**src/rtl/spi_byte_shifter_pkg.sv**
```systemverilog
// Shared definitions for the SPI master byte engine: state encoding,
// exchange geometry and the bit-order helpers used by the shifter.
package spi_byte_shifter_pkg;

  typedef enum logic [1:0] {
    ST_IDLE  = 2'd0,
    ST_SETUP = 2'd1,
    ST_SHIFT = 2'd2
  } state_t;

  localparam int         HALF_TICKS = 16;
  localparam logic [3:0] LAST_HC    = 4'(HALF_TICKS - 1);
  localparam logic [7:0] IDLE_BYTE  = 8'hFF;

  // Bit that goes on the wire first for a given byte and bit order.
  function automatic logic lead_bit(input logic [7:0] b, input logic lsb_first);
    return lsb_first ? b[0] : b[7];
  endfunction

  // Advance the transmit register by one bit toward the wire.
  function automatic logic [7:0] shift_out(input logic [7:0] b, input logic lsb_first);
    return lsb_first ? {1'b0, b[7:1]} : {b[6:0], 1'b0};
  endfunction

  // Accumulate one received bit so the first bit ends up at the lead position.
  function automatic logic [7:0] shift_in(input logic [7:0] b, input logic s,
                                          input logic lsb_first);
    return lsb_first ? {s, b[7:1]} : {b[6:0], s};
  endfunction

endpackage

```
**src/rtl/spi_byte_shifter_tick.sv**
```systemverilog
// SCK half-period tick generator: edge detect on the divided clock, or a
// tick every cycle when the divider is bypassed.
module spi_tick_detect (
  input  logic clk,
  input  logic reset,
  input  logic serclk,
  input  logic fast,
  output logic tick
);

  logic ser_q;

  always_ff @(posedge clk or negedge reset) begin
    if (!reset) begin
      ser_q <= 1'b0;
    end else begin
      ser_q <= serclk;
    end
  end

  // Either edge of the divided clock marks one half-period.
  assign tick = fast | (serclk ^ ser_q);

endmodule

```
**src/rtl/spi_byte_shifter.sv**
```systemverilog
// SPI mode-0 master byte engine: one CPU write runs one full-duplex 8-bit
// exchange paced by the divider ticks, then reports the received byte.
module spi_byte_shifter
  import spi_byte_shifter_pkg::*;
#(
  parameter logic LSB_FIRST = 1'b0,
  parameter logic IDLE_MOSI = 1'b1
) (
  input  logic       clk,
  input  logic       reset,
  input  logic       serclk,
  input  logic       fast,
  input  logic       wr,
  input  logic [7:0] din,
  input  logic       rd_status,
  output logic [7:0] dout,
  output logic       busy,
  output logic       done,
  output logic       overrun,
  output logic       spi_sck,
  output logic       spi_mosi,
  input  logic       spi_miso,
  output state_t     dbg_state
);

  // Handshake: wr is a one-cycle request accepted only while busy=0; din is
  // captured on the accepting edge. A wr seen while busy=1 is dropped and
  // latched into overrun. done pulses for one cycle on the edge busy falls,
  // so a wr in the done cycle is accepted and the next exchange starts.

  state_t     state, state_n;
  logic [7:0] tx_sr, tx_n;
  logic [7:0] rx_sr, rx_n;
  logic [3:0] hc, hc_n;
  logic [7:0] dout_n;
  logic       busy_n, done_n, overrun_n, sck_n, mosi_n;
  logic       tick;

  spi_tick_detect u_tick (
    .clk    (clk),
    .reset  (reset),
    .serclk (serclk),
    .fast   (fast),
    .tick   (tick)
  );

  assign dbg_state = state;

  always_ff @(posedge clk or negedge reset) begin
    if (!reset) begin
      state    <= ST_IDLE;
      tx_sr    <= '0;
      rx_sr    <= '0;
      hc       <= '0;
      dout     <= IDLE_BYTE;
      busy     <= 1'b0;
      done     <= 1'b0;
      overrun  <= 1'b0;
      spi_sck  <= 1'b0;
      spi_mosi <= IDLE_MOSI;
    end else begin
      state    <= state_n;
      tx_sr    <= tx_n;
      rx_sr    <= rx_n;
      hc       <= hc_n;
      dout     <= dout_n;
      busy     <= busy_n;
      done     <= done_n;
      overrun  <= overrun_n;
      spi_sck  <= sck_n;
      spi_mosi <= mosi_n;
    end
  end

  always_comb begin
    state_n   = state;
    tx_n      = tx_sr;
    rx_n      = rx_sr;
    hc_n      = hc;
    dout_n    = dout;
    busy_n    = busy;
    done_n    = 1'b0;
    overrun_n = overrun;
    sck_n     = spi_sck;
    mosi_n    = spi_mosi;

    // A dropped write outranks a status read in the same cycle.
    if (wr && busy) begin
      overrun_n = 1'b1;
    end else if (rd_status) begin
      overrun_n = 1'b0;
    end

    case (state)
      ST_IDLE: begin
        sck_n = 1'b0;
        if (wr) begin
          tx_n    = din;
          rx_n    = '0;
          mosi_n  = lead_bit(din, LSB_FIRST);
          busy_n  = 1'b1;
          state_n = ST_SETUP;
        end
      end

      ST_SETUP: begin
        sck_n = 1'b0;
        if (tick) begin
          hc_n    = '0;
          state_n = ST_SHIFT;
        end
      end

      ST_SHIFT: begin
        if (tick) begin
          hc_n = hc + 4'd1;
          if (!hc[0]) begin
            // Leading (rising) edge: slave data is sampled here.
            sck_n = 1'b1;
            rx_n  = shift_in(rx_sr, spi_miso, LSB_FIRST);
          end else begin
            sck_n = 1'b0;
            if (hc != LAST_HC) begin
              tx_n   = shift_out(tx_sr, LSB_FIRST);
              mosi_n = lead_bit(shift_out(tx_sr, LSB_FIRST), LSB_FIRST);
            end else begin
              hc_n    = '0;
              dout_n  = rx_sr;
              busy_n  = 1'b0;
              done_n  = 1'b1;
              mosi_n  = IDLE_MOSI;
              state_n = ST_IDLE;
            end
          end
        end
      end

      default: begin
        sck_n   = 1'b0;
        busy_n  = 1'b0;
        mosi_n  = IDLE_MOSI;
        state_n = ST_IDLE;
      end
    endcase
  end

endmodule

```
**config.mk**
```make
export PLATFORM = sky130hd
export DESIGN_NAME = spi_byte_shifter
export DESIGN_NICKNAME = d
export VERILOG_FILES = /design/src/rtl/spi_byte_shifter_pkg.sv /design/src/rtl/spi_byte_shifter_tick.sv /design/src/rtl/spi_byte_shifter.sv
export SDC_FILE = /design/constraint.sdc
export NUM_CORES = 1
export LEC_CHECK = 0
export BUFFER_PORTS_ARGS = -buffer_cell sky130_fd_sc_hd__clkbuf_2
export CAP_MARGIN = 30
export CORE_MARGIN = 3
export CORE_UTILIZATION = 50
export CTS_BUF_LIST = sky130_fd_sc_hd__clkbuf_2 sky130_fd_sc_hd__clkbuf_4 sky130_fd_sc_hd__clkbuf_8
export DETAILED_ROUTE_END_ITERATION = 10
export PLACE_DENSITY = 0.83
export SETUP_SLACK_MARGIN = 0.02
export SLEW_MARGIN = 10
export SYNTH_ARGS = -nofsm -noshare
export SYNTH_HDL_FRONTEND = slang
export SYNTH_SLANG_ARGS = --single-unit
```
**constraint.sdc**
```tcl
create_clock -name clk -period 1.9 [get_ports clk]
set_input_delay 0.38 -clock clk [delete_from_list [all_inputs] [get_ports clk]]
set_output_delay 0.38 -clock clk [all_outputs]
set_load 0.05 [all_outputs]
```
==> impl_results.md <==
- Outcome: finished clean
- Comb power frac: 0.419
- Share of the yosys chip area belonging to registers: 0.5488
- Final core utilization: 0.6211
- Area delta synth->final: 18.27%
- Root Buffer: clkbuf_4
- Clock H-tree levels: 2
- Post-synth cell types: 33
- Detail Placement HPWL: 2377 um
- First-pass GRT wire length: around 5600 um
- Minimum clock period: between 1.5 and 2 ns
- Avg Vias per Cell: between 5 and 6
- Synth Warn #: 0
- Dominant cell type by area after synthesis: dfrtp_1
- Commonest non-fill, non-tap cell in the layout: nand2_1
- WL final: roughly 3200 um
- WS Path Type: reg -> reg
- Pins Over Slew Limit: 0
- Leakage: between 0.9 and 1 nW
- RSZ-0062 raised after global routing: false
- Finish-stage setup viols: 0
- Pwr dens: 1386 mW/mm^2
- CORE AREA: 0.003078 mm^2
- Post-route clock period utilization: 0.9558
- Detailed-router iteration count before antenna repair: 4
- Pint: 0.001591 W
- Commonest non-fill, non-tap cells in the layout: nand2_1, clkbuf_2, dfrtp_1
- Die area: about 0.004 mm^2
- Clock Latency Late Sink: 0.34 ns
- Vias in the first global route: 1258
- Worst-path clk slew: between 0.1 and 0.15 ns
- Starting Density: 0.5252
- Syn Inst Count: 156
- Share of the synthesized area in the top cell type: 0.4025
- Die X: 62.86 um
- Row cnt: 20
- Number of routed nets with antenna violations: 0
- Cts bufs inserted: 5
- Final hold viol count: 0
- CTS resizes: 0
- Critical path endpoint category: flip-flop
- Initial antenna violation count: 0
- HP Class: in -> async
- Finished Cell Area: between 0.0015 and 0.002 mm^2
- Final Skew: about 0.013 ns
- Critical Path Fanout Max: 7
- DR WL/cell: 13.47 um
- Post-synth EDFFs: 0
- Reg power frac: 0.417
- Fin Setup TNS: 0 ns
- Die height: between 60 and 70 um
- Post-synth ARST share: 1.000
- TritonCTS clock tree: done
- DRT iter0 DRCs: 41
- Fmax: 550.7 MHz
- Dpl ws: 0.07072 ns
- Area post-placement: 0.001847 mm^2
- Setup ws final: 0.08403 ns
- CP peak stage delay: 0.44 ns
- Worst path arrival time: 2.05 ns
- CP Cell Sequence: ha_1 -> and3_2 -> o41ai_4 -> buf_4 -> mux2_2
- Worst Path Required: 2.13 ns
- Clk buf depth: 2
- Crit start category: flip-flop
- Top cells by area, synth: dfrtp_1, dfstp_2, mux2_2
- Psw: 0.001058 W
- Post-CTS Setup Repair Bufs: 0
- Peak VDD IR: around 560 uV
- Main synth FF type: dfrtp_1
- Share of layout cells above drive strength 1: 0.3990
- Post-Synthesis Cell Area: 0.001617 mm^2
- Slew headroom: 0.7147
- Max stage delay cell, worst path: dfrtp_1
- Antenna cells: 0
- Final net count: 208
- Vias: 1251
- Max cap viols: 0
- Avg Cell Area, Syn: slightly above 10 um^2
- Sw Ratio: 0.3994
- Clock share of power: 0.163
- Post-synthesis net count: 172
- Input/output buffers: 29
- Hold buffers post-CTS: 0
- Clock Sinks: 35
- Total track usage: 0.1760
- Slew @ Worst Pin: 0.4280 ns
- RD Place Congestion: 0.7779
- Register bit total from synthesis: 35
- Largest net degree at the start of global routing: 36
- Io pins: 30
- Drc violations: 0
- Global route overflow: 0
## per-stage QoR
step                hold WS, ns  total power, W  instances
finish                  0.05751        0.002649        237
global route            0.06550        0.002828        237
CTS                     0.06247        0.002669        237
detailed placement       0.4336        0.002234        229
global placement         0.4258        0.002167        229
floorplan               0.08441        0.001910        156
## worst paths after layout
check	from	end	slack, ns	depth (start not counted)
hold reg to reg	rx_sr[5]$_DFFE_PN0P_	rx_sr[6]$_DFFE_PN0P_	0.51	2
setup / recovery	hc[1]$_DFFE_PN0P_	tx_sr[1]$_DFFE_PN0P_	0.08	5
min in group clk	serclk	u_tick.ser_q$_DFF_PN0_	0.18	1
hold / removal	reset	tx_sr[6]$_DFFE_PN0P_	0.06	2
max in group asynchronous	reset	dout[3]$_DFFE_PN1P_	1.50	2
setup reg to reg	hc[1]$_DFFE_PN0P_	tx_sr[1]$_DFFE_PN0P_	0.08	5
## cell type report
class                   count  area (um^2)
fillers                   268         1166
flip-flops and latches     35        887.1
multi-input cells         107        674.4
repair buffers             38        212.7
clock buffers               7        58.81
well taps                  44        55.05
inverters                   5        18.77
clock inverters             1        5.005
## kinds of logic (layout without fill, tap and decap cells)
group,count (synthesis),count (layout),synth area share
AND/OR/NAND/NOR,58,58,0.1625
buffers and inverters,14,51,0.03483
AO/OA/AOI/OAI,32,32,0.1362
adder cells (fa/ha/maj),1,1,0.007739
XOR/XNOR,1,1,0.005419
flip-flops,35,35,0.5488
multiplexers,15,15,0.1045
## routing by layer
| layer | vias up | GRT usage | wire (um) |
|---|---|---|---|
| li1 | 605 | - | - |
| met1 | 614 | 0.2113 | 1420 |
| met2 | 27 | 0.3057 | 1600 |
| met3 | 5 | 0.05036 | 143 |
| met4 | 0 | 0.04959 | 27 |
| met5 | - | 0 | 0 |
## power groups by stage
stage	Clock [W]	Combinational (W)	Sequential, W
detailed placement	0	0.00111	0.00112
finish	0.000433	0.00111	0.00111
CTS	0.000444	0.00112	0.00111
floorplan	0	0.000643	0.00127
global route	0.000474	0.00122	0.00114
global placement	0	0.00107	0.00110
## synth_stat cells (all sizes together), types with 2 or more instances
library cell / instances
a22o: 2
nor2: 4
or2: 2
clkbuf: 6
buf: 3
dfrtp: 26
o21ai: 18
nand2: 39
nor3: 2
mux2: 15
inv: 5
dfstp: 9
nand2b: 3
a21oi: 2
and3: 3
## worst max-delay path: cells and delay by family (launching register included)
family,cells,cell delay [ns]
AND/OR/NAND/NOR,1,0.28
buffers and inverters,1,0.20
flip-flops,1,0.44
AO/OA/AOI/OAI,1,0.21
multiplexers,1,0.34
adder cells (fa/ha/maj),1,0.24
## flip-flops by register name, indices dropped and copies added, names as in the netlist, 2 cells and up
| signal | cells |
|---|---|
| rx_sr | 8 |
| dbg_state | 2 |
| tx_sr | 7 |
| hc | 4 |
| dout | 8 |
(Power assumes the default switching activity.)
